`config.mk`:
```
export PLATFORM = sky130hd
export DESIGN_NAME = multicycle_control_fsm
export DESIGN_NICKNAME = d
export VERILOG_FILES = /design/src/rtl/multicycle_control_fsm_pkg.sv /design/src/rtl/multicycle_control_fsm_output_decode.sv /design/src/rtl/multicycle_control_fsm.sv
export SDC_FILE = /design/constraint.sdc
export NUM_CORES = 1
export LEC_CHECK = 0
export BUFFER_PORTS_ARGS = -buffer_cell sky130_fd_sc_hd__buf_2
export CAP_MARGIN = 20
export CORE_AREA = 2 2 48 50
export DETAILED_ROUTE_END_ITERATION = 7
export DIE_AREA = 0 0 50 52
export MAX_ROUTING_LAYER = met4
export PLACE_DENSITY = 0.73
export SLEW_MARGIN = 10
export SYNTH_ARGS = -nofsm -noshare
export SYNTH_HDL_FRONTEND = slang
export SYNTH_HIERARCHICAL = 1
export SYNTH_SLANG_ARGS = --single-unit
export TNS_END_PERCENT = 30
```
`constraint.sdc`:
```
create_clock -name clk -period 1.47 [get_ports clk]
set_clock_uncertainty 0.15 [all_clocks]
set_input_delay 0.147 -clock clk [delete_from_list [all_inputs] [get_ports clk]]
set_output_delay 0.147 -clock clk [all_outputs]
set_load 0.1 [all_outputs]
```
`src/rtl/multicycle_control_fsm_pkg.sv`:
```
// ---------------------------------------------------------------------------
// multicycle_control_fsm_pkg
//
// Shared types for the multicycle RV32I control path:
//   opcode_t     - RV32I major opcodes as held in IR[6:0]
//   alu_op_t     - ALU operation class handed to ALUdecoder
//   ctrl_state_t - 4-bit sequencer state encoding
//   ctrl_word_t  - one cycle's worth of datapath control signals
// Plus the encodings of the ALU A/B and result multiplexer selects.
//
// Optional build macro: ILLEGAL_INSTR_TRAP_EN adds the S_TRAP state.
// ---------------------------------------------------------------------------
package multicycle_control_fsm_pkg;

    typedef enum logic [6:0] {
        RType       = 7'b0110011,
        IType_load  = 7'b0000011,
        IType_logic = 7'b0010011,
        IType_jalr  = 7'b1100111,
        SType       = 7'b0100011,
        BType       = 7'b1100011,
        JType       = 7'b1101111,
        UType_lui   = 7'b0110111,
        UType_auipc = 7'b0010111,
        FENCE       = 7'b0001111
    } opcode_t;

    typedef enum logic [1:0] {
        ALU_OP__ADD                = 2'd0,
        ALU_OP__REGISTER_OPERATION = 2'd1,
        ALU_OP__BRANCH             = 2'd2,
        ALU_OP__UNSET              = 2'd3
    } alu_op_t;

    typedef enum logic [3:0] {
        S_FETCH    = 4'd0,
        S_DECODE   = 4'd1,
        S_MEMADR   = 4'd2,
        S_MEMREAD  = 4'd3,
        S_MEMWB    = 4'd4,
        S_MEMWRITE = 4'd5,
        S_EXECUTER = 4'd6,
        S_EXECUTEI = 4'd7,
        S_ALUWB    = 4'd8,
        S_BRANCH   = 4'd9,
        S_JAL      = 4'd10,
        S_JALR     = 4'd11,
        S_LUI      = 4'd12
`ifdef ILLEGAL_INSTR_TRAP_EN
        , S_TRAP   = 4'd13
`endif
    } ctrl_state_t;

    // ALU operand A select
    localparam logic [1:0] ALU_A_PC    = 2'b00;
    localparam logic [1:0] ALU_A_OLDPC = 2'b01;
    localparam logic [1:0] ALU_A_RS1   = 2'b10;
    localparam logic [1:0] ALU_A_ZERO  = 2'b11;

    // ALU operand B select
    localparam logic [1:0] ALU_B_RS2   = 2'b00;
    localparam logic [1:0] ALU_B_IMM   = 2'b01;
    localparam logic [1:0] ALU_B_FOUR  = 2'b10;

    // Result bus select
    localparam logic [1:0] RESULT_ALUOUT  = 2'b00;
    localparam logic [1:0] RESULT_MEMDATA = 2'b01;
    localparam logic [1:0] RESULT_ALU     = 2'b10;

    typedef struct packed {
        logic       mem_req;
        logic       mem_write;
        logic       adr_src;
        logic       ir_write;
        logic       pc_update;
        logic       branch;
        logic       reg_write;
        logic [1:0] alu_src_a;
        logic [1:0] alu_src_b;
        logic [1:0] result_src;
        alu_op_t    alu_op;
    } ctrl_word_t;

    // Control word with every strobe and select at 0 and no ALU operation.
    function automatic ctrl_word_t ctrl_idle();
        ctrl_word_t w;
        w        = '0;
        w.alu_op = ALU_OP__UNSET;
        return w;
    endfunction

endpackage

```
`src/rtl/multicycle_control_fsm_output_decode.sv`:
```
// ---------------------------------------------------------------------------
// ctrl_output_decode
//
// Pure state -> control word map for the multicycle sequencer. Moore decode,
// except that ir_write / pc_update in FETCH follow mem_ready so the fetched
// word and PC+4 are captured in the very cycle memory completes.
//
// Ports:
//   state     in  current sequencer state
//   mem_ready in  memory completes the current request this cycle
//   ctrl      out datapath control word for this cycle
//
// Optional build macro: ILLEGAL_INSTR_TRAP_EN (S_TRAP decodes to idle).
// ---------------------------------------------------------------------------
module ctrl_output_decode
    import multicycle_control_fsm_pkg::*;
(
    input  ctrl_state_t state,
    input  logic        mem_ready,
    output ctrl_word_t  ctrl
);

    always_comb begin
        ctrl = ctrl_idle();
        case (state)
            S_FETCH: begin
                ctrl.mem_req    = 1'b1;
                ctrl.adr_src    = 1'b0;
                ctrl.alu_src_a  = ALU_A_PC;
                ctrl.alu_src_b  = ALU_B_FOUR;
                ctrl.alu_op     = ALU_OP__ADD;
                ctrl.result_src = RESULT_ALU;
                ctrl.ir_write   = mem_ready;
                ctrl.pc_update  = mem_ready;
            end
            S_DECODE: begin
                // ALUOut <= oldPC + imm, the branch/JAL target.
                ctrl.alu_src_a = ALU_A_OLDPC;
                ctrl.alu_src_b = ALU_B_IMM;
                ctrl.alu_op    = ALU_OP__ADD;
            end
            S_MEMADR, S_JALR: begin
                ctrl.alu_src_a = ALU_A_RS1;
                ctrl.alu_src_b = ALU_B_IMM;
                ctrl.alu_op    = ALU_OP__ADD;
            end
            S_MEMREAD: begin
                ctrl.mem_req    = 1'b1;
                ctrl.adr_src    = 1'b1;
                ctrl.result_src = RESULT_ALUOUT;
            end
            S_MEMWB: begin
                ctrl.result_src = RESULT_MEMDATA;
                ctrl.reg_write  = 1'b1;
            end
            S_MEMWRITE: begin
                ctrl.mem_req    = 1'b1;
                ctrl.mem_write  = 1'b1;
                ctrl.adr_src    = 1'b1;
                ctrl.result_src = RESULT_ALUOUT;
            end
            S_EXECUTER: begin
                ctrl.alu_src_a = ALU_A_RS1;
                ctrl.alu_src_b = ALU_B_RS2;
                ctrl.alu_op    = ALU_OP__REGISTER_OPERATION;
            end
            S_EXECUTEI: begin
                ctrl.alu_src_a = ALU_A_RS1;
                ctrl.alu_src_b = ALU_B_IMM;
                ctrl.alu_op    = ALU_OP__REGISTER_OPERATION;
            end
            S_ALUWB: begin
                ctrl.result_src = RESULT_ALUOUT;
                ctrl.reg_write  = 1'b1;
            end
            S_BRANCH: begin
                ctrl.alu_src_a  = ALU_A_RS1;
                ctrl.alu_src_b  = ALU_B_RS2;
                ctrl.alu_op     = ALU_OP__BRANCH;
                ctrl.result_src = RESULT_ALUOUT;
                ctrl.branch     = 1'b1;
            end
            S_JAL: begin
                // PC <= ALUOut (target) while the ALU forms oldPC + 4,
                // which ALUWB then writes to rd as the link value.
                ctrl.alu_src_a  = ALU_A_OLDPC;
                ctrl.alu_src_b  = ALU_B_FOUR;
                ctrl.alu_op     = ALU_OP__ADD;
                ctrl.result_src = RESULT_ALUOUT;
                ctrl.pc_update  = 1'b1;
            end
            S_LUI: begin
                ctrl.alu_src_a = ALU_A_ZERO;
                ctrl.alu_src_b = ALU_B_IMM;
                ctrl.alu_op    = ALU_OP__ADD;
            end
            default: ctrl = ctrl_idle();
        endcase
    end

endmodule

```
`src/rtl/multicycle_control_fsm.sv`:
```
// ---------------------------------------------------------------------------
// multicycle_control_fsm
//
// Main sequencer of the multicycle RV32I core. Steps the shared datapath
// through fetch / decode / execute / memory / write-back and owns every
// datapath write strobe plus the memory request.
//
// Memory handshake: mem_req is the request valid and mem_ready the
// completion; a request (with adr_src and mem_write) is held unchanged until
// the cycle mem_ready is 1, and mem_ready is ignored while mem_req is 0.
//
// Ports:
//   clk, reset_n            clock, asynchronous active-low reset
//   opcode                  opcode of the instruction in IR
//   mem_ready               memory completes the current request
//   mem_req, mem_write      memory request valid / request is a store
//   adr_src                 memory address select (0 PC, 1 result)
//   ir_write, pc_update     IR/oldPC latch, unconditional PC write
//   branch, reg_write       conditional PC write, register-file write
//   alu_src_a/b, result_src datapath multiplexer selects
//   alu_op                  ALU operation class for ALUdecoder
//   state_o                 current state, for debug
//   illegal_instr           trap indicator (ILLEGAL_INSTR_TRAP_EN only)
//
// Optional build macro: ILLEGAL_INSTR_TRAP_EN - unrecognised opcodes enter a
// sticky S_TRAP state instead of retiring as no-ops.
// ---------------------------------------------------------------------------
module multicycle_control_fsm
    import multicycle_control_fsm_pkg::*;
(
    input  logic        clk,
    input  logic        reset_n,
    input  opcode_t     opcode,
    input  logic        mem_ready,
    output logic        mem_req,
    output logic        mem_write,
    output logic        adr_src,
    output logic        ir_write,
    output logic        pc_update,
    output logic        branch,
    output logic        reg_write,
    output logic [1:0]  alu_src_a,
    output logic [1:0]  alu_src_b,
    output logic [1:0]  result_src,
    output alu_op_t     alu_op,
    output ctrl_state_t state_o
`ifdef ILLEGAL_INSTR_TRAP_EN
    ,
    output logic        illegal_instr
`endif
);

    ctrl_state_t state, next_state;
    ctrl_word_t  ctrl_raw, ctrl;

    always_ff @(posedge clk or negedge reset_n) begin
        if (!reset_n) state <= S_FETCH;
        else          state <= next_state;
    end

    always_comb begin
        next_state = state;
        case (state)
            S_FETCH:    if (mem_ready) next_state = S_DECODE;
            S_DECODE: begin
                case (opcode)
                    IType_load, SType: next_state = S_MEMADR;
                    RType:             next_state = S_EXECUTER;
                    IType_logic:       next_state = S_EXECUTEI;
                    BType:             next_state = S_BRANCH;
                    JType:             next_state = S_JAL;
                    IType_jalr:        next_state = S_JALR;
                    UType_lui:         next_state = S_LUI;
                    UType_auipc:       next_state = S_ALUWB; // DECODE formed oldPC+imm
                    FENCE:             next_state = S_FETCH;
`ifdef ILLEGAL_INSTR_TRAP_EN
                    default:           next_state = S_TRAP;
`else
                    default:           next_state = S_FETCH;
`endif
                endcase
            end
            // IR still holds the instruction, so it tells load from store.
            S_MEMADR:   next_state = (opcode == SType) ? S_MEMWRITE : S_MEMREAD;
            S_MEMREAD:  if (mem_ready) next_state = S_MEMWB;
            S_MEMWB:    next_state = S_FETCH;
            S_MEMWRITE: if (mem_ready) next_state = S_FETCH;
            S_EXECUTER: next_state = S_ALUWB;
            S_EXECUTEI: next_state = S_ALUWB;
            S_ALUWB:    next_state = S_FETCH;
            S_BRANCH:   next_state = S_FETCH;
            S_JAL:      next_state = S_ALUWB;
            S_JALR:     next_state = S_JAL;
            S_LUI:      next_state = S_ALUWB;
`ifdef ILLEGAL_INSTR_TRAP_EN
            S_TRAP:     next_state = S_TRAP;
`endif
            default:    next_state = S_FETCH;
        endcase
    end

    ctrl_output_decode u_output_decode (
        .state     (state),
        .mem_ready (mem_ready),
        .ctrl      (ctrl_raw)
    );

    // Gating with reset_n makes every strobe and any in-flight request drop
    // the moment reset asserts, without waiting for a clock edge.
    always_comb begin
        ctrl = ctrl_raw;
        if (!reset_n) ctrl = ctrl_idle();
    end

    assign mem_req    = ctrl.mem_req;
    assign mem_write  = ctrl.mem_write;
    assign adr_src    = ctrl.adr_src;
    assign ir_write   = ctrl.ir_write;
    assign pc_update  = ctrl.pc_update;
    assign branch     = ctrl.branch;
    assign reg_write  = ctrl.reg_write;
    assign alu_src_a  = ctrl.alu_src_a;
    assign alu_src_b  = ctrl.alu_src_b;
    assign result_src = ctrl.result_src;
    assign alu_op     = ctrl.alu_op;
    assign state_o    = state;

`ifdef ILLEGAL_INSTR_TRAP_EN
    assign illegal_instr = reset_n && (state == S_TRAP);
`endif

endmodule
```
# --- Yosys cells after proc, flatten, opt, wreduce, memory -nomap -nowiden ---
# Cells that the tools add are included.
word_totals:
  reg_bits: 4
op_classes:
  reduce_logical: 11
  n_eq_ne: 24
  mux: 17
op_table:
  columns: ["operator", "count"]
  rows:
  - ["$pmux W4 S8", 1]
  - ["$pmux W4 S7", 1]
  - ["$pmux W4 S6", 1]
  - ["$eq A7 B6 Y1 const B", 3]
  - ["$eq A7 B7 Y1 const B", 3]
  - ["$eq A4 B4 Y1 const B", 5]
  - ["$eq A4 B3 Y1 const B", 4]
  - ["$mux W15", 1]
  - ["$eq A7 B5 Y1 const B", 2]
  - ["$mux W4", 3]
  - ["$reduce_or A2 Y1", 5]
  - ["$eq A4 B2 Y1 const B", 2]
  - ["$eq A7 B2 Y1 const B", 1]
  - ["$mux W1", 6]
  - ["$ne A2 B2 Y1 const B", 3]
  - ["$pmux W2 S3", 1]
  - ["$reduce_or A3 Y1", 2]
  - ["$reduce_or A6 Y1", 1]
  - ["$eq A4 B1 Y1 const B", 1]
  - ["$logic_not A4 Y1", 1]
  - ["$pmux W2 S2", 1]
  - ["$reduce_or A4 Y1", 1]
  - ["$mux W3", 1]
  - ["$reduce_and A3 Y1", 1]
  - ["$pmux W1 S2", 1]

# --- Logic depth before layout (Yosys ltp) ---
logic_depth:
  word_depth: 4
  ltp_mapped: 5
  ltp_nobuf: 4

# --- Hierarchy ---
# The synthesis kept the hierarchy.
modules_own_cells:
  columns: ["module", "seq_area_each_um2", "area_per_inst_um2", "cells_each", "n_inst"]
  rows:
  - ["multicycle_control_fsm", 100.1, 447.9, 60, 1]
  - ["ctrl_output_decode", 0.0, 320.3, 45, 1]

# --- Least setup slack after synthesis ---
# Ideal clock, no wire load.
synth_path:
  path_kind: "register to output"
  start: "register state[1] (netlist: state_o[1])"
  end: "output mem_req"
  required_time_ps: 1173
  path_stages_with_launch: 5
  arrival_time_ps: 2497
  setup_slack_ps: -1324
  cell_sequence: "dfrtp_1 -> buf_4 -> mux2_2 -> nor2_1 -> and2_1"
synth_lines:
  columns: ["item", "line", "rtl"]
  rows:
  - ["start: declaration", "multicycle_control_fsm.sv:53", "ctrl_state_t state, next_state;"]
  - ["start signal: assignment", "multicycle_control_fsm.sv:58", "else state <= next_state;"]
  - ["end: declaration", "multicycle_control_fsm.sv:35", "output logic mem_req,"]

==> results.tsv <==
metric	value	unit
clock slew at reported path FFs	0.04	ns
clock buffer count from CTS	3	
status	complete, but fails checks	
Crit. Startpoint	state_o[2]	
share of cells above drive strength 1	64.0	%
Post-synth EDFFs	0	
CP Max Fanout	12	
DP Worst Slack	-0.284	ns
violated checks	negative setup slack	
GRT Util Overall	21.1	%
Starting Density	36.5	%
vias in the first global route	975	
post-synthesis register bit count	4	
commonest non-fill, non-tap cell in the layout	buf_12	
Seq/Total Area, Yosys	13.0	%
placed insts	169	
Hold Crit Class	in2reg	
ys async rst share	100	%
Yosys top cell area share	13.0	%
Final Critical Period	1.96	ns
Area contributors post-synth	dfrtp_1, and2_1, nand2b_1	
area grow syn2layout	98.9	%
Int Pwr	0.601	mW
Pre-Repair DR Iteration Count	4	
Routed WL per cell	14.4	um
final setup margin	-0.487	ns
I/O Buffers	28	
commonest cells after routing, fill and taps aside	buf_12, buf_4, a21oi_1	
Filler cells	135	
hold_ws	0.0848	ns
CP cell instances	nand2b_1, a22oi_1, a311oi_2, and2_4, buf_12	
total overflow reported by the global router	0	
crit start category	flop	
Critical Path RT	1.17	ns
total number of vias	949	
power per cell area	788	nW/um2
final hold vios	0	
row count	17	
part of the cycle the worst path needs	133	%
Final Max Slew Viols	0	
reg2reg start	state_o[2]	
fin cells	178	
metal2 WL	1.45	mm
number of flip-flops in the largest register	4	
RSZ-0062 raised after global routing	true	
Tot Pwr	1.20	mW
Flop pwr share	12.3	%
H-tree lvl count	1	
WL met1	1.01	mm
RD Place Congestion	0.880	
Sink Count	4	
number of diodes	0	
residual DRC count	0	
Worst Hold Launch	opcode[3]	
P_sw	0.602	mW
synthesized instance count	105	
syn_nets	115	
Die Y	52	um
Root Driver	clkbuf_4	
top routing layer in use	met3	
# IOs	29	
routed wl met3	94	um
syn_area_per_cell	7.32	um2
Peak VDD IR	0.757	mV
die area	2600	um2
Gate power share	76.2	%
count of final setup violators	19	
synthesized cell area	768	um2
Worst Path Arrival	1.66	ns
endpoint type of the worst setup path	output pin	
Pleak	0.665	nW
Max Cap Violations	0	
core footprint	2110	um2
initial antenna violation count	0	
synth unique cells	40	
initial DRC count	6	
CTS tree	yes	
Max Buffers Root-to-Sink	2	
Syn. warnings	6	
area leader, netlist	dfrtp_1	
worst slew pin tran	0.306	ns
WL final	2.56	mm
first-pass GRT wire length	4.17	mm
top_reg_cell synth	dfrtp_1	
nets@finish	162	
vias per std cell	5.33	
Clock power frac	11.5	%
DP Wirelength	1.79	mm
slowest CP cell	dfrtp_4	
WS Path Type	reg2out	
largest net degree at the start of global routing	17	
Sum Neg Setup Slack	-6.70	ns
f_max	0.511	GHz
worst skew pair latency	0.24	ns
switching share of power	50.0	%
Die X	50	um
Crit path largest cell delay	0.53	ns
Max-slew headroom	79.6	%
post-route ant nets	0	
==> per-layer routing <==
layer	global-route usage [%]	vias to the layer above
li1	-	461
met1	21.4	456
met2	41.7	32
met3	3.16	0
met4	5.56	0
met5	-	-
==> timing repair <==
action / CTS / global route
buffers inserted: 5 / 0
endpoints found under the hold margin: 4 / 0
endpoints found under the setup margin: 18 / 21
hold buffers: 1 / 0
pin swaps: 7 / 5
gates resized for setup: 10 / 9
==> through the flow <==
step | area [um2] | utilization, %
floorplan | 866 | -
global placement | 1370 | 65.1
detailed placement | 1370 | 65.1
CTS | 1490 | 70.5
global route | 1530 | 72.5
finish | 1530 | 72.5
==> worst paths after layout <==
path | depth (start not counted) | slack, ns | endpoint
worst max-delay path | 5 | -0.49 | alu_src_b[0]
worst min-delay path | 3 | 0.08 | state_o[0]
worst max register to register | 5 | -0.30 | state_o[2]
worst min register to register | 2 | 0.58 | state_o[0]
max in group asynchronous | 2 | 0.58 | state_o[2]
min in group asynchronous | 2 | 0.39 | state_o[0]
==> cells by family after synthesis <==
logic type | count (synthesis) | synth area share [%]
DFF | 4 | 13.0
AOI/OAI and AO/OA | 28 | 25.4
and+or+nand+nor | 55 | 44.0
xor gates and xnor gates | 5 | 5.70
buffers and inverters | 12 | 10.4
muxes | 1 | 1.47
==> power by group through the flow <==
stage | Sequential (mW) | Clock, mW | Combinational, mW
floorplan | 0.208 | 0 | 0.506
global route | 0.151 | 0.150 | 0.955
detailed placement | 0.147 | 0 | 0.840
CTS | 0.144 | 0.141 | 0.891
finish | 0.149 | 0.138 | 0.917
global placement | 0.144 | 0 | 0.820
==> final cells by class <==
| class | instances | area [um2] | area share, % |
|---|---|---|---|
| inverters | 3 | 11.3 | 0.737 |
| flip-flops and latches | 4 | 115 | 7.53 |
| well taps | 28 | 35.0 | 2.29 |
| clock buffers | 3 | 22.5 | 1.47 |
| repair buffers | 51 | 627 | 41.0 |
| multi-input cells | 89 | 717 | 46.9 |
==> synth_stat cells, drive strengths merged (2+ instances only) <==
library cell and count:
nand2b 9, and4bb 2, nor2 11, nand2 3, or2b 2, a21oi 10, inv 3, clkbuf 2
xor2 4, a31oi 3, dfrtp 4, o21ai 4, buf 7, nor3 6, and2 13
==> critical path, delay by kind of cell (launching register included) <==
family / cells / cell delay [ns]
compound gates: 2 / 0.39
buf+inv: 1 / 0.17
flops: 1 / 0.53
simple gates: 2 / 0.34
(Power assumes the default switching activity.)
